===== config.mk =====
export PLATFORM = sky130hd
export DESIGN_NAME = host_load_ctrl
export DESIGN_NICKNAME = d
export VERILOG_FILES = /design/src/rtl/host_load_ctrl.sv
export SDC_FILE = /design/constraint.sdc
export NUM_CORES = 1
export LEC_CHECK = 0
export ABC_AREA = 1
export BUFFER_PORTS_ARGS = -buffer_cell sky130_fd_sc_hd__buf_2
export CORE_MARGIN = 4
export CORE_UTILIZATION = 50
export CTS_BUF_LIST = sky130_fd_sc_hd__clkbuf_4
export CTS_CLUSTER_SIZE = 28
export DETAILED_ROUTE_END_ITERATION = 16
export PLACE_DENSITY_LB_ADDON = 0.2
export SKIP_CTS_REPAIR_TIMING = 1
export SYNTH_ARGS = -nofsm -noshare
export SYNTH_HDL_FRONTEND = slang
export SYNTH_SLANG_ARGS = --single-unit

===== constraint.sdc =====
create_clock -name clk -period 4 [get_ports clk]
set_clock_uncertainty 0.15 [all_clocks]
set_input_delay 0 -clock clk [delete_from_list [all_inputs] [get_ports clk]]
set_output_delay 0 -clock clk [all_outputs]
set_load 0.02 [all_outputs]

===== src/rtl/host_load_ctrl.sv =====
// Host-side loader: parses a valid/ready command stream into SRAM write bursts
// and launches/awaits accelerator runs.
module host_load_ctrl #(
  parameter int unsigned DATA_W = 16,
  parameter int unsigned ADDR_W = 8,
  parameter int unsigned LEN_W  = 8
) (
  input  logic              clk,
  input  logic              reset,
  input  logic [DATA_W-1:0] in_data,
  input  logic              in_valid,
  output logic              in_ready,
  input  logic              task_complete,
  output logic              mem_wen_n,
  output logic              mem_sel,
  output logic [ADDR_W-1:0] mem_addr,
  output logic [DATA_W-1:0] mem_d,
  output logic              start,
  output logic              busy,
  output logic              done,
  output logic              err,
  output logic [15:0]       words_written
);

  typedef enum logic [2:0] {StHdr, StAddr, StData, StRun, StWaitLow} state_e;

  state_e              state_q, state_d;
  logic                sel_q, sel_d;
  logic [LEN_W-1:0]    remaining_q, remaining_d;
  logic [ADDR_W-1:0]   ptr_q, ptr_d;
  logic                wen_n_q, wen_n_d;
  logic [ADDR_W-1:0]   addr_q, addr_d;
  logic [DATA_W-1:0]   wdata_q, wdata_d;
  logic                start_q, start_d;
  logic                done_q, done_d;
  logic                err_q, err_d;
  logic [15:0]         ww_q, ww_d;
  logic                accept;

  // Gated by reset so the port reads 0 during the reset cycle itself.
  assign in_ready = !reset &&
                    ((state_q == StHdr) || (state_q == StAddr) || (state_q == StData));
  assign accept   = in_valid && in_ready;

  always_comb begin
    state_d     = state_q;
    sel_d       = sel_q;
    remaining_d = remaining_q;
    ptr_d       = ptr_q;
    wen_n_d     = 1'b1;
    addr_d      = addr_q;
    wdata_d     = wdata_q;
    start_d     = 1'b0;
    done_d      = 1'b0;
    err_d       = err_q;
    ww_d        = ww_q;
    unique case (state_q)
      StHdr: begin
        if (accept) begin
          unique case (in_data[15:14])
            2'b00, 2'b01: begin
              sel_d       = in_data[14];
              remaining_d = in_data[LEN_W-1:0];
              state_d     = StAddr;
            end
            2'b10: begin
              start_d = 1'b1;
              state_d = StRun;
            end
            default: err_d = 1'b1;
          endcase
        end
      end
      StAddr: begin
        if (accept) begin
          ptr_d   = in_data[ADDR_W-1:0];
          state_d = StData;
        end
      end
      StData: begin
        if (accept) begin
          wen_n_d     = 1'b0;
          addr_d      = ptr_q;
          wdata_d     = in_data;
          ptr_d       = ptr_q + ADDR_W'(1);
          remaining_d = remaining_q - LEN_W'(1);
          if (ww_q != 16'hFFFF) ww_d = ww_q + 16'd1;
          if (remaining_q == '0) state_d = StHdr;
        end
      end
      StRun: begin
        if (task_complete) begin
          done_d  = 1'b1;
          state_d = StWaitLow;
        end
      end
      StWaitLow: begin
        // A completion level left high must not satisfy the next run.
        if (!task_complete) state_d = StHdr;
      end
      default: state_d = StHdr;
    endcase
  end

  always_ff @(posedge clk) begin
    if (reset) begin
      state_q     <= StHdr;
      sel_q       <= 1'b0;
      remaining_q <= '0;
      ptr_q       <= '0;
      wen_n_q     <= 1'b1;
      addr_q      <= '0;
      wdata_q     <= '0;
      start_q     <= 1'b0;
      done_q      <= 1'b0;
      err_q       <= 1'b0;
      ww_q        <= '0;
    end else begin
      state_q     <= state_d;
      sel_q       <= sel_d;
      remaining_q <= remaining_d;
      ptr_q       <= ptr_d;
      wen_n_q     <= wen_n_d;
      addr_q      <= addr_d;
      wdata_q     <= wdata_d;
      start_q     <= start_d;
      done_q      <= done_d;
      err_q       <= err_d;
      ww_q        <= ww_d;
    end
  end

  assign mem_wen_n     = wen_n_q;
  assign mem_sel       = sel_q;
  assign mem_addr      = addr_q;
  assign mem_d         = wdata_q;
  assign start         = start_q;
  assign busy          = (state_q == StRun);
  assign done          = done_q;
  assign err           = err_q;
  assign words_written = ww_q;

endmodule


==> run_results.csv <==
group,metric,value,unit
logic_synthesis,synth_adder_area_share,1.568,%
worst_setup_path,required,4.14,ns
routing,vias,3175,
worst_setup_path,path_class,"in2reg",
cts,clk_pin_slew,0.10,ns
pwr,powerDensity,387.9,mW/mm^2
routing,postRouteAntennaNets,0,
job,cap_violations,0,
floorplan,fp.dieH,87.90,um
logic_synthesis,synth_seq_cells,64,
cts,root_buffer,"clkbuf_4",
cts,worstSkewPairLatency,0.40,ns
worst_setup_path,path_max_fanout,46,
floorplan,rows,28,
timing,fin_crit,2.359,ns
worst_setup_path,worst_path_max_delay_cell,"dlygate4sd3_1",
pwr,ir_drop,210.5,uV
cts,htreeDepth,3,
place,io_buffers,66,
grt,grt_pass1_vias,2904,
logic_synthesis,synthXorXnorAreaFrac,2.470,%
worst_setup_path,path_buf_inv,5,
routing,viasPerCell,5.121,
timing,slew_violations,0,
worst_setup_path,crit_path_start_kind,"input pin",
floorplan,initial_core_util,52.66,%
timing,timing.setup.tns,0,ns
logic_synthesis,synth_common_cells,"130 x nand2_1, 64 x dfxtp_1, 49 x nor2_1",
logic_synthesis,netlist_top_cells_area,"dfxtp_1 40%, nand2_1 15%, o21ai_0 7.2%",
worst_setup_path,arrival,2.50,ns
worst_setup_path,end_kind,"flip-flop",
grt,antenna_found_initial,0,
timing,finalHoldViolCount,0,
logic_synthesis,yosysWarnings,0,
timing,fin_crit_sh,58.97,%
timing,worst_pin_slew,0.5028,ns
logic_synthesis,yosys.area_share.simple,32.03,%
routing,wl_per_cell,12.65,um
pwr,leakagePower,1.708,nW
logic_synthesis,synth_flop_cell,"dfxtp_1",
logic_synthesis,synth.largest_area_cell,"dfxtp_1",
worst_setup_path,cpPeakStageDelay,0.53,ns
logic_synthesis,netlist.area_leader.share,40.14,%
layout,fin_cells,620,
timing,fmax,0.4240,GHz
logic_synthesis,synth_edf_count,0,
grt,grt_overflow,0,
logic_synthesis,synth_most_common_cell,"nand2_1",
routing,first_pass_iters,4,
logic_synthesis,netlist_instances,457,
layout,fillers,573,
logic_synthesis,yosysSeqAreaShare,40.14,%
logic_synthesis,synthArstFlopShare,0,%
hold_path,min_path_type,"in2reg",
layout,syn2layout_area_growth,20.66,%
place,detailed_place_hpwl,5.462,mm
grt,grt_max_degree,47,
floorplan,io-pin-count,67,
timing,slew_headroom,66.48,%
routing,drc,0,
floorplan,core,0.006061,mm^2
logic_synthesis,syn_nets,481,
logic_synthesis,synth_cell_types,33,
worst_setup_path,cpLargestDelayFamily,"buffers and inverters",
logic_synthesis,synth_top_family_by_area,"simple AND/OR/NAND/NOR gates",
routing,drt-total-wl,7.843,mm
layout,drive_gt1_share,20.37,%
timing,rsz0062_at_grt,"no",
logic_synthesis,synth_compound_area_share,16.03,%
layout,fin_util,63.54,%
cts,clkSinkCount,64,
timing,finalSetupViolCount,0,
floorplan,dieArea,0.007726,mm^2
timing,worst_slack,1.641,ns
layout,antennaDiodeCount,0,
place,gp_congestion,0.8924,
place,pre_cts_ws,1.757,ns
grt,grt_pass1_wl,12.88,mm
grt,grt_use_total,21.09,%
logic_synthesis,synth_mux_area_share,0,%
place,dp.cells,583,
cts,cts_tree,"done",
worst_setup_path,worstPathCellList,"dlygate4sd3_1 > buf_2 > inv_4 > nand2_4 > nor2_8 > inv_2 > nand2_4 > inv_2 > o21ai_0 > a21oi_1",
layout,fin_nets,565,
outcome,status,"finished, final reports clean",
routing,drtIter0Drc,134,
logic_synthesis,post_synth.cell_area_avg,6.984,um^2
cts,clock_path_buffers,2,
logic_synthesis,syn_area,0.003192,mm^2
floorplan,dieWidth,87.90,um
cts,cts_buffers,9,
-- registers in the layout, summed over array words and instances, names as in the netlist --
name,cells
remaining_q,8
err,1
mem_d,16
start,1
mem_wen_n,1
state_q,3
words_written,16
ptr_q,8
mem_addr,8
mem_sel,1
done,1
-- worst paths after layout --
path / startpoint / to / slack (ns) / cells past startpoint
min reg2reg: err / err / 0.34 / 2
min: in_data[10] / mem_d[10] / 0.18 / 4
max: reset / remaining_q[0] / 1.64 / 10
max reg2reg: state_q[1] / start / 1.73 / 7
-- power breakdown --
part / total (mW) / internal [mW] / switching [mW]
Sequential: 0.747 / 0.693 / 0.0545
Clock: 0.350 / 0.125 / 0.224
Combinational: 0.397 / 0.139 / 0.258
-- cells in the final DEF, fill, tap and decap left out, drive strengths merged, types with 6 or more instances in the layout --
cell type      n
clkbuf        10
nand3         29
nand4          9
o21ai         48
inv           42
dlygate4sd3   22
xor2           6
dfxtp         64
nor2          55
buf           66
a21oi         37
nand2        136
-- logic make-up (layout without fill, tap and decap cells) --
| family | count (synthesis) | after routing |
|---|---|---|
| AND/OR/NAND/NOR | 232 | 232 |
| AO/OA/AOI/OAI | 91 | 91 |
| flip-flops | 64 | 64 |
| buffers and inverters | 57 | 145 |
| XOR/XNOR | 9 | 9 |
| adder cells (fa/ha/maj) | 4 | 4 |
-- tightest hold or removal path, stage by stage --
cell	delay, ns
dlygate4sd3_1	0.51
buf_2	0.09
nand2_1	0.04
o21ai_0	0.05
-- area by class of cell --
type	instances	area [um^2]	area share (%)
clock buffers	10	75.07	1.949
clock inverters	5	25.02	0.6498
inverters	42	162.7	4.224
multi-input cells	336	1663	43.18
flip-flops and latches	64	1281	33.27
well taps	75	93.84	2.437
repair buffers	88	550.5	14.30
-- metrics by stage --
step | instance area, um^2 | power (mW) | hold WS (ns)
after global placement | 3531 | 1.130 | 0.05255
after CTS | 3631 | 1.485 | -0.3747
after detailed placement | 3531 | 1.137 | 0.06152
after global routing | 3851 | 1.601 | 0.1988
after floorplan | 3192 | 1.042 | -0.03726
final | 3851 | 1.494 | 0.1816
-- per-layer routing --
metal	vias to the layer above	part of all wire (%)	global-route usage, %
li1	1658	-	-
met1	1433	47	26.64
met2	76	47	34.86
met3	8	5.2	4.704
met4	0	1.1	8.508
met5	-	0	0
No activity file was read; power rests on OpenSTA's default activity.
